===== config.mk =====
export PLATFORM = sky130hd
export DESIGN_NAME = motor_pwm_gen
export DESIGN_NICKNAME = d
export VERILOG_FILES = /design/src/rtl/drone_pkg.sv /design/src/rtl/pwm_channel.sv /design/src/rtl/motor_pwm_gen.sv
export SDC_FILE = /design/constraint.sdc
export NUM_CORES = 1
export LEC_CHECK = 0
export ABC_AREA = 0
export CORE_ASPECT_RATIO = 0.7
export CORE_MARGIN = 10
export CORE_UTILIZATION = 50
export CTS_CLUSTER_SIZE = 25
export DETAILED_ROUTE_END_ITERATION = 16
export GPL_ROUTABILITY_DRIVEN = 0
export GPL_TIMING_DRIVEN = 0
export PLACE_DENSITY = 0.73
export SLEW_MARGIN = 20
export SYNTH_ARGS = -nofsm -noshare
export SYNTH_HDL_FRONTEND = slang
export SYNTH_SLANG_ARGS = --single-unit

===== constraint.sdc =====
create_clock -name clk -period 3.08 [get_ports clk]
set_clock_uncertainty 0.2 [all_clocks]
set_input_delay 0.616 -clock clk [delete_from_list [all_inputs] [get_ports clk]]
set_output_delay 0.616 -clock clk [all_outputs]
set_load 0.005 [all_outputs]

===== src/rtl/drone_pkg.sv =====
// Shared motor-path types and constants: motor indices, set-point type, PWM arming states.
package drone_pkg;

  localparam int NUM_MOTORS = 4;

  localparam int MOT_L  = 0;
  localparam int MOT_R  = 1;
  localparam int MOT_F  = 2;
  localparam int MOT_RV = 3;

  typedef logic [15:0] rpm_t;

  typedef enum logic [1:0] {
    DISARMED = 2'd0,
    ARMING   = 2'd1,
    ARMED    = 2'd2
  } pwm_state_t;

  function automatic rpm_t clamp_pulse(input rpm_t v, input rpm_t lo, input rpm_t hi);
    if (v < lo)      return lo;
    else if (v > hi) return hi;
    else             return v;
  endfunction

endpackage


===== src/rtl/pwm_channel.sv =====
// One ESC channel: clamp, duty register (optionally slew-limited under MOTOR_PWM_SLEW_EN), compare.
// Duty takes effect at the next cnt = 0; pwm is registered (1 cycle); no backpressure.
module pwm_channel
  import drone_pkg::*;
#(
  parameter int MIN_PULSE = 1000,
  parameter int MAX_PULSE = 2000
`ifdef MOTOR_PWM_SLEW_EN
  ,
  parameter int SLEW_STEP = 20
`endif
) (
  input  logic        clk,
  input  logic        resetn,
  input  logic [15:0] cnt,
  input  logic        boundary,
  input  logic [1:0]  state,
  input  logic [1:0]  state_nxt,
  input  logic [15:0] mot_set,
  output logic        pwm
);

  localparam rpm_t MIN_P = rpm_t'(MIN_PULSE);
  localparam rpm_t MAX_P = rpm_t'(MAX_PULSE);

  rpm_t tgt;
  rpm_t duty;
  rpm_t duty_step;

  assign tgt = clamp_pulse(mot_set, MIN_P, MAX_P);

`ifdef MOTOR_PWM_SLEW_EN
  localparam rpm_t              STEP   = rpm_t'(SLEW_STEP);
  localparam logic signed [16:0] STEP_S = 17'(SLEW_STEP);

  logic signed [16:0] diff;

  always_comb begin
    duty_step = tgt;
    diff      = $signed({1'b0, tgt}) - $signed({1'b0, duty});
    if (diff > STEP_S)
      duty_step = duty + STEP;
    else if (diff < -STEP_S)
      duty_step = duty - STEP;
  end
`else
  always_comb begin
    duty_step = tgt;
  end
`endif

  // Tracking keys off the next state so the boundary that enters ARMED already takes the first step,
  // and a disarm on a boundary discards the update.
  always_ff @(posedge clk) begin
    if (resetn) begin
      duty <= MIN_P;
      pwm  <= 1'b0;
    end else begin
      if (state_nxt != ARMED)
        duty <= MIN_P;
      else if (boundary)
        duty <= duty_step;
      pwm <= (state != DISARMED) && (cnt < duty);
    end
  end

endmodule


===== src/rtl/motor_pwm_gen.sv =====
// Four-channel ESC PWM generator with arming sequence, clamp and per-period slew (MOTOR_PWM_SLEW_EN).
// Set-points latched at cnt = PERIOD_CYCLES-1, visible from next period; disarm is immediate; no backpressure.
module motor_pwm_gen
  import drone_pkg::*;
#(
  parameter int PERIOD_CYCLES = 20000,
  parameter int MIN_PULSE     = 1000,
  parameter int MAX_PULSE     = 2000,
  parameter int SLEW_STEP     = 20,
  parameter int ARM_PERIODS   = 50
) (
  input  logic                         clk,
  input  logic                         resetn,
  input  logic                         arm,
  input  logic [NUM_MOTORS-1:0][15:0]  mot_set,
  output logic [NUM_MOTORS-1:0]        pwm_out,
  output logic                         armed,
  output logic                         period_start
);

  if (PERIOD_CYCLES < 2 || PERIOD_CYCLES > 65535 || MIN_PULSE > MAX_PULSE ||
      MAX_PULSE >= PERIOD_CYCLES || SLEW_STEP < 1 || ARM_PERIODS < 1 || ARM_PERIODS > 65536) begin : g_bad_cfg
    $error("motor_pwm_gen: illegal parameter set");
  end

  localparam logic [15:0] CNT_MAX  = 16'(PERIOD_CYCLES - 1);
  localparam logic [15:0] ARM_LAST = 16'(ARM_PERIODS - 1);

  logic [15:0] cnt;
  logic        boundary;
  pwm_state_t  state, state_nxt;
  logic [15:0] arm_cnt, arm_cnt_nxt;

  assign boundary = (cnt == CNT_MAX);

  always_ff @(posedge clk) begin
    if (resetn) begin
      cnt          <= '0;
      period_start <= 1'b0;
      state        <= DISARMED;
      arm_cnt      <= '0;
    end else begin
      cnt          <= boundary ? '0 : cnt + 16'd1;
      period_start <= boundary;
      state        <= state_nxt;
      arm_cnt      <= arm_cnt_nxt;
    end
  end

  always_comb begin
    state_nxt   = state;
    arm_cnt_nxt = arm_cnt;
    case (state)
      DISARMED: begin
        arm_cnt_nxt = '0;
        if (arm && boundary)
          state_nxt = ARMING;
      end
      ARMING: begin
        if (!arm) begin
          state_nxt   = DISARMED;
          arm_cnt_nxt = '0;
        end else if (boundary) begin
          arm_cnt_nxt = arm_cnt + 16'd1;
          if (arm_cnt == ARM_LAST)
            state_nxt = ARMED;
        end
      end
      ARMED: begin
        if (!arm) begin
          state_nxt   = DISARMED;
          arm_cnt_nxt = '0;
        end
      end
      default: begin
        state_nxt   = DISARMED;
        arm_cnt_nxt = '0;
      end
    endcase
  end

  assign armed = (state == ARMED);

  for (genvar i = 0; i < NUM_MOTORS; i++) begin : g_ch
    pwm_channel #(
      .MIN_PULSE (MIN_PULSE),
      .MAX_PULSE (MAX_PULSE)
`ifdef MOTOR_PWM_SLEW_EN
      ,
      .SLEW_STEP (SLEW_STEP)
`endif
    ) u_ch (
      .clk       (clk),
      .resetn    (resetn),
      .cnt       (cnt),
      .boundary  (boundary),
      .state     (state),
      .state_nxt (state_nxt),
      .mot_set   (mot_set[i]),
      .pwm       (pwm_out[i])
    );
  end

endmodule


## After elaboration in Yosys (flattened, before gate mapping)

Index checks and enable logic that the tools add are counted.

| storage, ports and cells | value |
|---|---|
| flip-flop bits (word level) | 103 |
| input port bits | 67 |
| output and inout bits | 6 |
| logic and storage cells | 61 |

| operators by class | value |
|---|---|
| add/subtract/negate cells | 2 |
| magnitude comparators | 12 |
| equality and inequality tests | 7 |
| multiplexer cells | 18 |
| reductions and logical operators | 10 |

Operators by type and width:

| cell | count |
|---|---|
| $mux 16 | 11 |
| $gt 16x11->1 const B | 4 |
| $lt 16x10->1 const B | 4 |
| $lt 16x16->1 | 4 |
| $add 16x1->16 const B | 2 |
| $pmux 16 s2 | 1 |
| $eq 16x15->1 const B | 1 |
| $eq 16x6->1 const B | 1 |
| $mux 2 | 5 |
| $pmux 2 s3 | 1 |
| $logic_and 1x1->1 | 5 |
| $ne 2x2->1 const B | 2 |
| $reduce_or 2->1 | 2 |
| $ne 3x3->1 const B | 1 |
| $eq 2x1->1 const B | 1 |
| $eq 2x2->1 const B | 1 |
| $logic_not 2->1 | 1 |
| $reduce_and 2->1 | 1 |
| $reduce_bool 2->1 | 1 |

## Depth between registers and ports, before layout

| logic depth | value |
|---|---|
| depth in word-level cells | 7 |
| mapped depth | 9 |
| depth with buffers taken out | 8 |

## Hierarchy

A second synthesis with hierarchy kept.

| second synthesis, totals | value |
|---|---|
| cells, all modules | 647 |
| area, all modules | 5783.0 um^2 |

By module, submodules not included:

| module | times used | cells each | area an instance (um^2) | sequential area each (um^2) |
|---|---|---|---|---|
| pwm_channel | 4 | 111 | 1011.0 | 340.3 |
| motor_pwm_gen | 1 | 203 | 1739.2 | 700.7 |

## Worst setup path after synthesis

Ideal clock, no wire load.

| timing | value |
|---|---|
| path type | register to register |
| start point | register cnt[5] |
| end point | register arm_cnt[5] |
| library setup time | 0.072 ns |
| data arrival time | 2.068 ns |
| data required time | 2.808 ns |
| slack | 0.740 ns |
| cell stages (with the launch flop) | 6 |
| path buffers | 0 |
| clock period less this slack | 2.340 ns |
| path through | dfxtp_1 -> or4b_4 -> nor4_2 -> nand2_1 -> or4_1 -> a21oi_1 |

| between the ends | value |
|---|---|
| cells in the longest elaborated chain, start to end | 3 |

Ends and longest elaborated chain:

| element | RTL line | source |
|---|---|---|
| start: declaration | motor_pwm_gen.sv:29 | `logic [15:0] cnt;` |
| start signal: assignment | motor_pwm_gen.sv:43 | `cnt <= boundary ? '0 : cnt + 16'd1;` |
| $eq 16x15->1 | motor_pwm_gen.sv:34 | `assign boundary = (cnt == CNT_MAX);` |
| $ne 3x3->1 (no source line) | n/a |  |
| $reduce_and 2->1 (no source line) | n/a |  |
| end signal: assignment | motor_pwm_gen.sv:46 | `arm_cnt <= arm_cnt_nxt;` |
| end: declaration | motor_pwm_gen.sv:32 | `logic [15:0] arm_cnt, arm_cnt_nxt;` |

Every way passes these cells.
A chain may end at the register's enable or synchronous reset.

## Final worst setup path

| timing | value |
|---|---|
| start point | register cnt[5] |
| end point | register g_ch[3].u_ch.duty[10] |

| between the ends | value |
|---|---|
| cells in the longest elaborated chain, start to end | 6 |
| elaborated cells on any way between the ends | 8 |
| classes of those cells | eq/ne: 2; mux: 4; reduce/logical: 2 |

Ends and longest elaborated chain:

| element | RTL line | source |
|---|---|---|
| $eq 16x15->1 * | motor_pwm_gen.sv:34 |  |
| $mux 2 or $logic_and 1x1->1 (tied branches) | motor_pwm_gen.sv:63, motor_pwm_gen.sv:56 |  |
| $mux 2 (on tied branches) | motor_pwm_gen.sv:60, motor_pwm_gen.sv:56 |  |
| $pmux 2 s3 | motor_pwm_gen.sv:53 | `case (state)` |
| $ne 2x2->1 | pwm_channel.sv:59 | `if (state_nxt != ARMED)` |
| $reduce_or 2->1 (no source line) | n/a |  |
| end signal: assignment | pwm_channel.sv:62 | `duty <= duty_step;` |
| end: declaration | pwm_channel.sv:27 | `rpm_t duty;` |

Mark *: on every way between the ends. The rest lies on a longest branch, timed or not.

==> flow_metrics.env <==
export IMPL_design_area_um2=6930
export IMPL_holdPathStages=1
export IMPL_slew_headroom=0.505
export IMPL_p_int_mw=2.06
export IMPL_rsz0062_at_grt="no"
export IMPL_regArea_um2=2060
export IMPL_synth_xor_area_frac=0.0291
export IMPL_path_clk_slew_ns=0.07
export IMPL_worstMarginPinSlew_ns=0.735
export IMPL_portBuffers=72
export IMPL_syn_nets=807
export IMPL_synth_top_cell_area_share=0.361
export IMPL_path_class="reg -> reg"
export IMPL_synthCells=677
export IMPL_path_cells="or4b_4, nor4_4, buf_2, buf_2, nor2_1, a211oi_1"
export IMPL_drv_slew=0
export IMPL_synth_top_cell_by_area="dfxtp_1"
export IMPL_routed_via_density=5.83
export IMPL_synth_compound_area_frac=0.170
export IMPL_power_density_nw_per_um2=378
export IMPL_cts_htree_levels=3
export IMPL_vias=5357
export IMPL_numCtsBuffers=9
export IMPL_grt_pass1_vias=5278
export IMPL_grt_usage=0.202
export IMPL_grt_max_degree=16
export IMPL_cp_start_kind="flip-flop"
export IMPL_slowest_delay_ns=0.66
export IMPL_critPathTopFamily="simple AND/OR/NAND/NOR gates"
export IMPL_drcViolationCount=0
export IMPL_period_needed_ns=2.89
export IMPL_syn_area_um2=5710
export IMPL_overflow=0
export IMPL_cts_sinks=103
export IMPL_sequentialPowerShare=0.513
export IMPL_n_fill_cell=953
export IMPL_finalHoldViolations=0
export IMPL_muxShareOfSynthArea=0.00175
export IMPL_multiInputGateArea_um2=3260
export IMPL_p_sw_uw=558
export IMPL_num_antenna_cells=0
export IMPL_status="complete, no violations"
export IMPL_start_util=0.515
export IMPL_dominantRegCellSynth="dfxtp_1"
export IMPL_die_w_um=148
export IMPL_core_area_um2=11100
export IMPL_ys_seq_elements=103
export IMPL_synth_cell_types=52
export IMPL_cts_root_buf="clkbuf_16"
export IMPL_cp_end_kind="flip-flop"
export IMPL_grt_pass1_wl_um=26400
export IMPL_io_pins=73
export IMPL_synth_edf_count=0
export IMPL_dieArea_um2=16200
export IMPL_drt_pre_antenna_iters=5
export IMPL_synth_most_common_cell="dfxtp_1"
export IMPL_layout_worst_path_cycle_share=0.940
export IMPL_critPathBufInv=2
export IMPL_drive_above_1_share=0.0366
export IMPL_rows=32
export IMPL_synthAdderAreaFrac=0.138
export IMPL_wl_per_cell_um=17.7
export IMPL_place_ws_ns=-0.276
export IMPL_worstPathRequired_ns=3.14
export IMPL_finalWirelength_um=16300
export IMPL_max_cap_violations=0
export IMPL_ant_nets=0
export IMPL_area_growth_pct=21.3
export IMPL_worstSetupPathDepth=6
export IMPL_ys_top_cells_by_count="dfxtp_1 (103), inv_1 (81), nor2_1 (67)"
export IMPL_dp_hpwl_um=12700
export IMPL_fin_hold_ws_ns=0.262
export IMPL_async_flop_share=0
export IMPL_seq_area_frac_synth=0.361
export IMPL_critPathArrivalTime_ns=2.96
export IMPL_post_route_util=0.625
export IMPL_r2r_cells=6
export IMPL_drtIter0Drc=397
export IMPL_avgSynthCellArea_um2=8.44
export IMPL_place_area_um2=6620
export IMPL_p_leak_nw=2.90
export IMPL_cts_tree="built"
export IMPL_antenna_found_initial=0
export IMPL_crit_slowest_cell="or4b_4"
export IMPL_pwr_share_comb=0.062
export IMPL_num_nets_final=892
export IMPL_synth_top_family_by_area="simple AND/OR/NAND/NOR gates"
export IMPL_yosysWarnings=0
export IMPL_max_freq_mhz=346
export IMPL_hold_path_class="reg -> reg"
export IMPL_synth_top_cells_by_area="dfxtp_1 (36%), ha_1 (14%), inv_1 (5.3%)"
export IMPL_setup_viol=0
export IMPL_clock_path_buffers=2
export IMPL_clk_latency_ns=0.35
export IMPL_setup_ws_ns=0.186
export IMPL_clkPwrFrac=0.424
export IMPL_cp_common_cell="buf_2"
export IMPL_dieHeight_um=109
export IMPL_peakVddDrop_mv=0.236
export IMPL_yosys_area_share_simple=0.230
export IMPL_swShare=0.213
export IMPL_worstPathMaxFanout=11
## logic make-up (layout without fill, tap and decap cells)
group           count (synthesis)  in the layout
fa+ha+maj                      63             63
simple gates                  251            251
compound gates                138            138
buf+inv                       102            191
xor+xnor                       19             19
flops                         103            103
mux                             1              1
## worst paths after layout
check	from	end	slack (ns)
worst max-delay path	cnt[5]	g_ch[3].u_ch.duty[10]	0.19
worst max register to register	cnt[5]	g_ch[3].u_ch.duty[10]	0.19
worst min register to register	g_ch[0].u_ch.duty[15]	g_ch[0].u_ch.duty[15]	0.26
worst min-delay path	g_ch[0].u_ch.duty[15]	g_ch[0].u_ch.duty[15]	0.26
## area by class of cell
class                   count  share of cell area
multi-input cells         472               0.470
well taps                 153              0.0276
repair buffers             74               0.106
clock inverters             5             0.00723
plain buffers              20              0.0135
clock buffers              10              0.0331
flip-flops and latches    103               0.298
inverters                  82              0.0444
## layout by cell type (no fill, tap or decap), drive strengths merged, types with 13 or more instances in the layout
cell type,instances
and2,21
nand2,53
inv,82
a211oi,15
a21oi,22
nand3,18
dfxtp,103
xor2,13
clkdlybuf4s50,72
o21ai,18
nand4,18
o22ai,16
ha,63
nor2,67
clkbuf,23
## state kept, by name, summed over array words and instances, names as in the netlist
name,count
period_start,1
arm_cnt,16
state,2
cnt,16
g_ch.u_ch.duty,64
g_ch.u_ch.pwm,4
## worst register-to-register path, delay by kind of cell, from the launching register on
kind            cells  cell delay [ns]
simple gates        3             1.27
compound gates      1             0.21
buf+inv             2             0.63
flops               1             0.49
## per-layer routing
metal  part of all wire  track usage  vias to the layer above
met5                  0            0                        -
met4              0.017       0.0578                        0
met3              0.094       0.0571                       27
met2               0.43        0.312                      248
met1               0.46        0.270                     2526
li1                   -            -                     2556
## power groups by stage
stage | Clock, mW | Sequential (mW) | Combinational [mW]
global route | 1.18 | 1.34 | 0.175
detailed placement | 0 | 1.38 | 0.161
CTS | 1.12 | 1.34 | 0.162
finish | 1.11 | 1.34 | 0.163
global placement | 0 | 1.38 | 0.156
floorplan | 0 | 1.37 | 0.0512
## per-stage QoR
stage / power [mW] / instances / setup TNS [ns]
floorplan: 1.42 / 677 / 0
global placement: 1.53 / 902 / -2.91
detailed placement: 1.54 / 902 / -3.94
CTS: 2.63 / 917 / 0
global route: 2.70 / 919 / 0
finish: 2.62 / 919 / 0
## timing repair
item                       4_1_cts  5_1_grt
pin swaps                        0        1
setup endpoints to repair       29        9
resized for setup                1        0
cloned                           0        0
buffers inserted                 0        2
hold buffers                     0        0
(Power assumes the default switching activity.)
